## config.mk

```make
export PLATFORM = sky130hd
export DESIGN_NAME = rf_wr_arb
export DESIGN_NICKNAME = d
export VERILOG_FILES = /design/src/rtl/rf_wr_arb.sv
export SDC_FILE = /design/constraint.sdc
export NUM_CORES = 1
export LEC_CHECK = 0
export BUFFER_PORTS_ARGS = -buffer_cell sky130_fd_sc_hd__buf_2
export CAP_MARGIN = 25
export CORE_AREA = 10 10 132 104
export CTS_CLUSTER_SIZE = 12
export DETAILED_ROUTE_END_ITERATION = 12
export DIE_AREA = 0 0 142 114
export PLACE_DENSITY_LB_ADDON = 0.25
export SETUP_SLACK_MARGIN = 0.2
export SYNTH_ARGS = -nofsm -noshare
export SYNTH_HDL_FRONTEND = slang
export SYNTH_SLANG_ARGS = --single-unit
```

## constraint.sdc

```tcl
create_clock -name clk -period 8.44 [get_ports clk]
set_input_delay 1.688 -clock clk [delete_from_list [all_inputs] [get_ports clk]]
set_output_delay 1.688 -clock clk [all_outputs]
set_load 0.02 [all_outputs]
```

## src/rtl/rf_wr_arb.sv

```systemverilog
// rf_wr_arb: arbitrates pipeline writebacks against buffered peripheral writes for one register-file write port; 1-cycle latency.
// Peripheral side is backpressured by a 2-entry FIFO (pr_ready); starvation raises stall_req. Optional RF_ARB_ERR_EN: sticky skid-overflow flag.

module rf_wr_fifo #(
  parameter int WIDTH = 37,
  parameter int DEPTH = 2,
  parameter int CW    = $clog2(DEPTH + 1)
) (
  input  logic             clk,
  input  logic             rst,
  input  logic             push,
  input  logic             pop,
  input  logic [WIDTH-1:0] din,
  output logic [WIDTH-1:0] dout,
  output logic [CW-1:0]    count
);

  localparam int AW = (DEPTH > 1) ? $clog2(DEPTH) : 1;

  logic [WIDTH-1:0] mem [DEPTH];
  logic [AW-1:0]    rd_ptr;
  logic [AW-1:0]    wr_ptr;

  function automatic logic [AW-1:0] ptr_inc(input logic [AW-1:0] p);
    return (p == AW'(DEPTH - 1)) ? '0 : p + 1'b1;
  endfunction

  always_ff @(posedge clk) begin
    if (rst) begin
      rd_ptr <= '0;
      wr_ptr <= '0;
      count  <= '0;
    end else begin
      if (push) begin
        mem[wr_ptr] <= din;
        wr_ptr      <= ptr_inc(wr_ptr);
      end
      if (pop) begin
        rd_ptr <= ptr_inc(rd_ptr);
      end
      case ({push, pop})
        2'b10:   count <= count + 1'b1;
        2'b01:   count <= count - 1'b1;
        default: count <= count;
      endcase
    end
  end

  assign dout = mem[rd_ptr];

endmodule

module rf_wr_arb #(
  parameter int STARVE_LIMIT = 4
) (
  input  logic        clk,
  input  logic        rst,
  input  logic        wb_valid,
  input  logic [4:0]  wb_regsel,
  input  logic [31:0] wb_data,
  input  logic        pr_valid,
  output logic        pr_ready,
  input  logic [4:0]  pr_regsel,
  input  logic [31:0] pr_data,
  output logic        rf_write,
  output logic [4:0]  rf_writeregsel,
  output logic [31:0] rf_writedata,
  output logic        stall_req,
  output logic        err
);

  typedef struct packed {
    logic [4:0]  sel;
    logic [31:0] dat;
  } wr_req_t;

  typedef enum logic {NORMAL, FORCE} state_t;

  state_t     state, state_nxt;
  logic [2:0] starve_cnt, starve_cnt_nxt;
  logic       rst_q;
  wr_req_t    skid, skid_nxt;
  logic       skid_vld, skid_vld_nxt;
  wr_req_t    wb_req, pr_req, fifo_head, win;
  logic       win_vld;
  logic [1:0] fifo_cnt;
  logic       fifo_push, fifo_pop, fifo_nonempty;
`ifdef RF_ARB_ERR_EN
  logic       skid_ovf;
  logic       err_q;
`endif

  assign wb_req        = '{sel: wb_regsel, dat: wb_data};
  assign pr_req        = '{sel: pr_regsel, dat: pr_data};
  assign fifo_nonempty = (fifo_cnt != 2'd0);
  // Registered count only: a pop while full frees the slot for the next cycle, not this one.
  assign pr_ready      = !rst_q && (fifo_cnt < 2'd2);
  assign fifo_push     = pr_valid && pr_ready;
  assign stall_req     = (state == FORCE);

  rf_wr_fifo #(
    .WIDTH ($bits(wr_req_t)),
    .DEPTH (2)
  ) u_pr_fifo (
    .clk   (clk),
    .rst   (rst),
    .push  (fifo_push),
    .pop   (fifo_pop),
    .din   (pr_req),
    .dout  (fifo_head),
    .count (fifo_cnt)
  );

  always_comb begin
    state_nxt      = state;
    starve_cnt_nxt = starve_cnt;
    skid_nxt       = skid;
    skid_vld_nxt   = skid_vld;
    win            = '0;
    win_vld        = 1'b0;
    fifo_pop       = 1'b0;
`ifdef RF_ARB_ERR_EN
    skid_ovf       = 1'b0;
`endif
    case (state)
      NORMAL: begin
        if (skid_vld) begin
          // Skid drains first; a writeback arriving now takes its place so none is lost.
          win          = skid;
          win_vld      = 1'b1;
          skid_vld_nxt = wb_valid;
          if (wb_valid) skid_nxt = wb_req;
        end else if (wb_valid) begin
          win     = wb_req;
          win_vld = 1'b1;
        end else if (fifo_nonempty) begin
          win      = fifo_head;
          win_vld  = 1'b1;
          fifo_pop = 1'b1;
        end
        if (fifo_pop) begin
          starve_cnt_nxt = '0;
        end else if (fifo_nonempty) begin
          if (starve_cnt == 3'(STARVE_LIMIT - 1)) begin
            state_nxt      = FORCE;
            starve_cnt_nxt = '0;
          end else begin
            starve_cnt_nxt = starve_cnt + 3'd1;
          end
        end
      end
      FORCE: begin
        win      = fifo_head;
        win_vld  = fifo_nonempty;
        fifo_pop = fifo_nonempty;
        if (wb_valid) begin
          if (!skid_vld) begin
            skid_nxt     = wb_req;
            skid_vld_nxt = 1'b1;
          end else begin
`ifdef RF_ARB_ERR_EN
            skid_ovf = 1'b1;
`else
            skid_nxt = wb_req;
`endif
          end
        end
        // Leave once the last entry drains and nothing new arrives behind it.
        if (fifo_cnt <= 2'd1 && !fifo_push) state_nxt = NORMAL;
      end
      default: state_nxt = NORMAL;
    endcase
  end

  always_ff @(posedge clk) begin
    if (rst) begin
      state          <= NORMAL;
      starve_cnt     <= '0;
      skid           <= '0;
      skid_vld       <= 1'b0;
      rst_q          <= 1'b1;
      rf_write       <= 1'b0;
      rf_writeregsel <= '0;
      rf_writedata   <= '0;
    end else begin
      state          <= state_nxt;
      starve_cnt     <= starve_cnt_nxt;
      skid           <= skid_nxt;
      skid_vld       <= skid_vld_nxt;
      rst_q          <= 1'b0;
      // r0 is architecturally fixed: the request is consumed without a write.
      rf_write       <= win_vld && (win.sel != 5'd0);
      rf_writeregsel <= win.sel;
      rf_writedata   <= win.dat;
    end
  end

`ifdef RF_ARB_ERR_EN
  always_ff @(posedge clk) begin
    if (rst) begin
      err_q <= 1'b0;
    end else if (skid_ovf) begin
      err_q <= 1'b1;
    end
  end

  assign err = err_q;
`else
  assign err = 1'b0;
`endif

endmodule

```

==> flow_summary_export.csv <==
group,metric,value,unit
outcome,status,"finished clean",
power_and_ir_drop,p_int,1.497,mW
cells_and_area,instances_no_fill,850,
synth,synthesis.area,0.006533,mm^2
power_and_ir_drop,p_leak,2.882,nW
timing,slew_violations,0,
cells_and_area,final_nets,772,
synth,async_flop_share,0,
cells_and_area,final_common_cell,"nand2_1",
power_and_ir_drop,power.density,257.0,mW/mm^2
critical_path,r2r-start,"skid_vld",
timing,slew_headroom,0.3218,
cells_and_area,fillerInstances,864,
cells_and_area,final_core_util,0.6918,
critical_path,crit_fanout,44,
synth,synth_warnings,0,
timing,setup_ws,5.177,ns
grt,grt_max_degree,89,
critical_path,cp.required,8.71,ns
cts,clk_latency,0.41,ns
routing,drc,0,
placement,place.gp.congestion,0.7978,
routing,drt_iter0_drc,403,
floorplanning,start_util,0.5817,
timing,hold_viol_final,0,
routing,drt_wl_total,15.02,mm
timing,max_freq,306.5,MHz
critical_path,crit_path_start,"wb_valid",
placement,dpl.cell_count,813,
timing,fin_skew,0.01708,ns
cts,cts_sinks,160,
synth,synthFlopType,"dfxtp_1",
synth,synth_edf_count,74,
grt,antenna_found_initial,5,
timing,period_share,0.3866,
routing,vias,4581,
power_and_ir_drop,seqPwrFrac,0.450,
synth,seq_area_frac_synth,0.6037,
cts,cts-hold-fix-buffers,0,
routing,drt-pass1-iter-count,6,
power_and_ir_drop,pwr-share-clk,0.389,
synth,syn_nets,672,
power_and_ir_drop,swShare,0.2503,
floorplanning,fp.coreArea,0.01123,mm^2
synth,syn_inst,590,
placement,hpwl,9.500,mm
synth,ys_seq_elements,160,
cells_and_area,areaGrowthSynthToFinish,18.94,%
floorplanning,ioPinCount,119,
floorplanning,die_width,142,um
placement,io_buffers,117,
synth,yosysUniqueCellTypes,42,
grt,grt_pass1_vias,4821,
power_and_ir_drop,max-vdd-ir-drop,0.0001851,V
cells_and_area,layout.cells.most_common_list,"nand2_1, buf_2, dfxtp_1",
placement,postPlaceCellArea,0.007111,mm^2
critical_path,arrival,3.53,ns
cts,cts_root_buf,"clkbuf_16",
cts,cts_setup_buffers,0,
routing,ant_nets,0,
routing,viasPerCell,5.389,
grt,grt_pass1_wl,24.03,mm
cts,cts_resized,0,
timing,fin_crit,3.263,ns
timing,setup_tns,0,ns
critical_path,worst-setup-path-type,"input pin to flop",
timing,tightest_slew,1.017,ns
cts,htree_levels,4,
floorplanning,dieArea,0.01619,mm^2
cts,cts_made_buffers,17,
critical_path,cp-end-kind,"flop",
cts,path_clk_slew,0.06,ns
grt,grt_usage,0.1850,
placement,pre_cts_ws,4.779,ns
critical_path,worst_setup_path_start_kind,"input pin",
cells_and_area,stdcell_area,0.007770,mm^2
hold_path,min_from,"skid[32]",
hold_path,holdCritPathClass,"flop to flop",
floorplanning,die_h,114,um
cts,clk_path_buf_depth,2,
power_and_ir_drop,switchingPower,0.4998,mW
grt,grt.overflow.total,0,
routing,avgRoutedWirePerCell,17.67,um
timing,rsz0062_at_grt,"no",
synth,avgSynthCellArea,11.07,um^2
timing,setup_viol,0,
job,cap_violations,0,
power_and_ir_drop,comb_power_share,0.161,
floorplanning,placementRows,34,
cts,cts_tree,"yes",
cells_and_area,drive_gt1_frac,0.3542,
[per-stage QoR]
step / hold WS [ns] / power [mW]
2_1_floorplan: 0.4364 / 1.160
3_3_place_gp: 0.4416 / 1.224
3_5_place_dp: 0.4484 / 1.233
4_1_cts: 0.4553 / 2.007
5_1_grt: 0.4725 / 2.076
6_report: 0.4543 / 1.997
[logic make-up (layout without fill, tap and decap cells)]
family                   after synthesis  count (layout)  share of synthesized area
AO/OA/AOI/OAI                        128             128                     0.1383
XOR/XNOR                               4               4                   0.005364
adder cells (fa/ha/maj)                4               4                   0.007662
buffers and inverters                 46             159                    0.03965
flip-flops                           160             160                     0.6037
multiplexers                          37              37                    0.06455
other                                  1               4                  0.0005741
AND/OR/NAND/NOR                      210             210                     0.1402
[flip-flops by register name (all words and copies together) (netlist names), named ones only]
register / count
u_pr_fifo.rd_ptr: 1
u_pr_fifo.wr_ptr: 1
starve_cnt: 3
rf_writedata: 32
skid_vld: 1
rf_writeregsel: 5
u_pr_fifo.mem: 74
stall_req: 1
skid: 37
rf_write: 1
rst_q: 1
u_pr_fifo.count: 2
[layout make-up]
cell class	instances	area, um^2	share of cell area
antenna	3	7.507	0.0009662
timing repair buffer	124	680.7	0.08760
multi-input combinational	384	2340	0.3011
inverter	3	11.26	0.001449
sequential	160	3946	0.5079
clock inverter	6	105.1	0.01353
clock buffer	26	499.2	0.06425
tap	144	180.2	0.02319
[power groups by stage]
stage	clock, mW	sequential (mW)	combinational (mW)
floorplan	0	0.916	0.244
global placement	0	0.914	0.309
detailed placement	0	0.915	0.318
CTS	0.787	0.899	0.321
global route	0.820	0.904	0.352
finish	0.777	0.899	0.321
[cells in the mapped netlist (2+ instances only)]
cell type / instances / area [um^2]
mux2_1: 2 / 22.52
nand2b_1: 2 / 12.51
mux2_2: 31 / 349.1
nand2_1: 148 / 555.5
xor2_1: 3 / 26.28
nand3b_1: 4 / 30.03
buf_4: 2 / 15.01
clkbuf_1: 13 / 48.80
a21o_1: 2 / 15.01
ha_1: 4 / 50.05
a22oi_1: 5 / 37.54
mux2_4: 2 / 30.03
nor2b_1: 2 / 12.51
buf_6: 3 / 33.78
a22oi_2: 28 / 350.3
o21ai_0: 30 / 150.1
mux2i_1: 2 / 20.02
dfxtp_1: 86 / 1722
inv_1: 2 / 7.510
nor2_1: 21 / 78.83
a21oi_2: 2 / 17.52
a2111oi_0: 2 / 17.52
buf_1: 4 / 15.01
edfxtp_1: 74 / 2222
nor3_1: 2 / 10.01
o21ai_1: 7 / 35.03
nor2_2: 27 / 168.9
a21oi_1: 47 / 235.2
buf_2: 18 / 90.09
buf_8: 3 / 45.04
[worst max-delay path, cell delays in order]
cell and delay, ns:
buf_2 0.65, or3_4 0.32, nand2_8 0.21, a2111oi_0 0.50
a31oi_1 0.13
[final timing paths]
kind / endpoint / slack (ns) / cells after the start
min: skid[32] / 0.45 / 2
max: rf_write / 5.18 / 5
min reg2reg: skid[32] / 0.45 / 2
max reg2reg: rf_write / 6.03 / 5
[routing by layer]
layer,part of all wire,vias to the layer above,GRT usage
met3,0.061,10,0.07517
met2,0.49,113,0.3104
met4,0.0041,6,0.03807
li1,-,2243,-
met5,0.0024,-,0
met1,0.44,2209,0.2193
(Power assumes the default switching activity.)
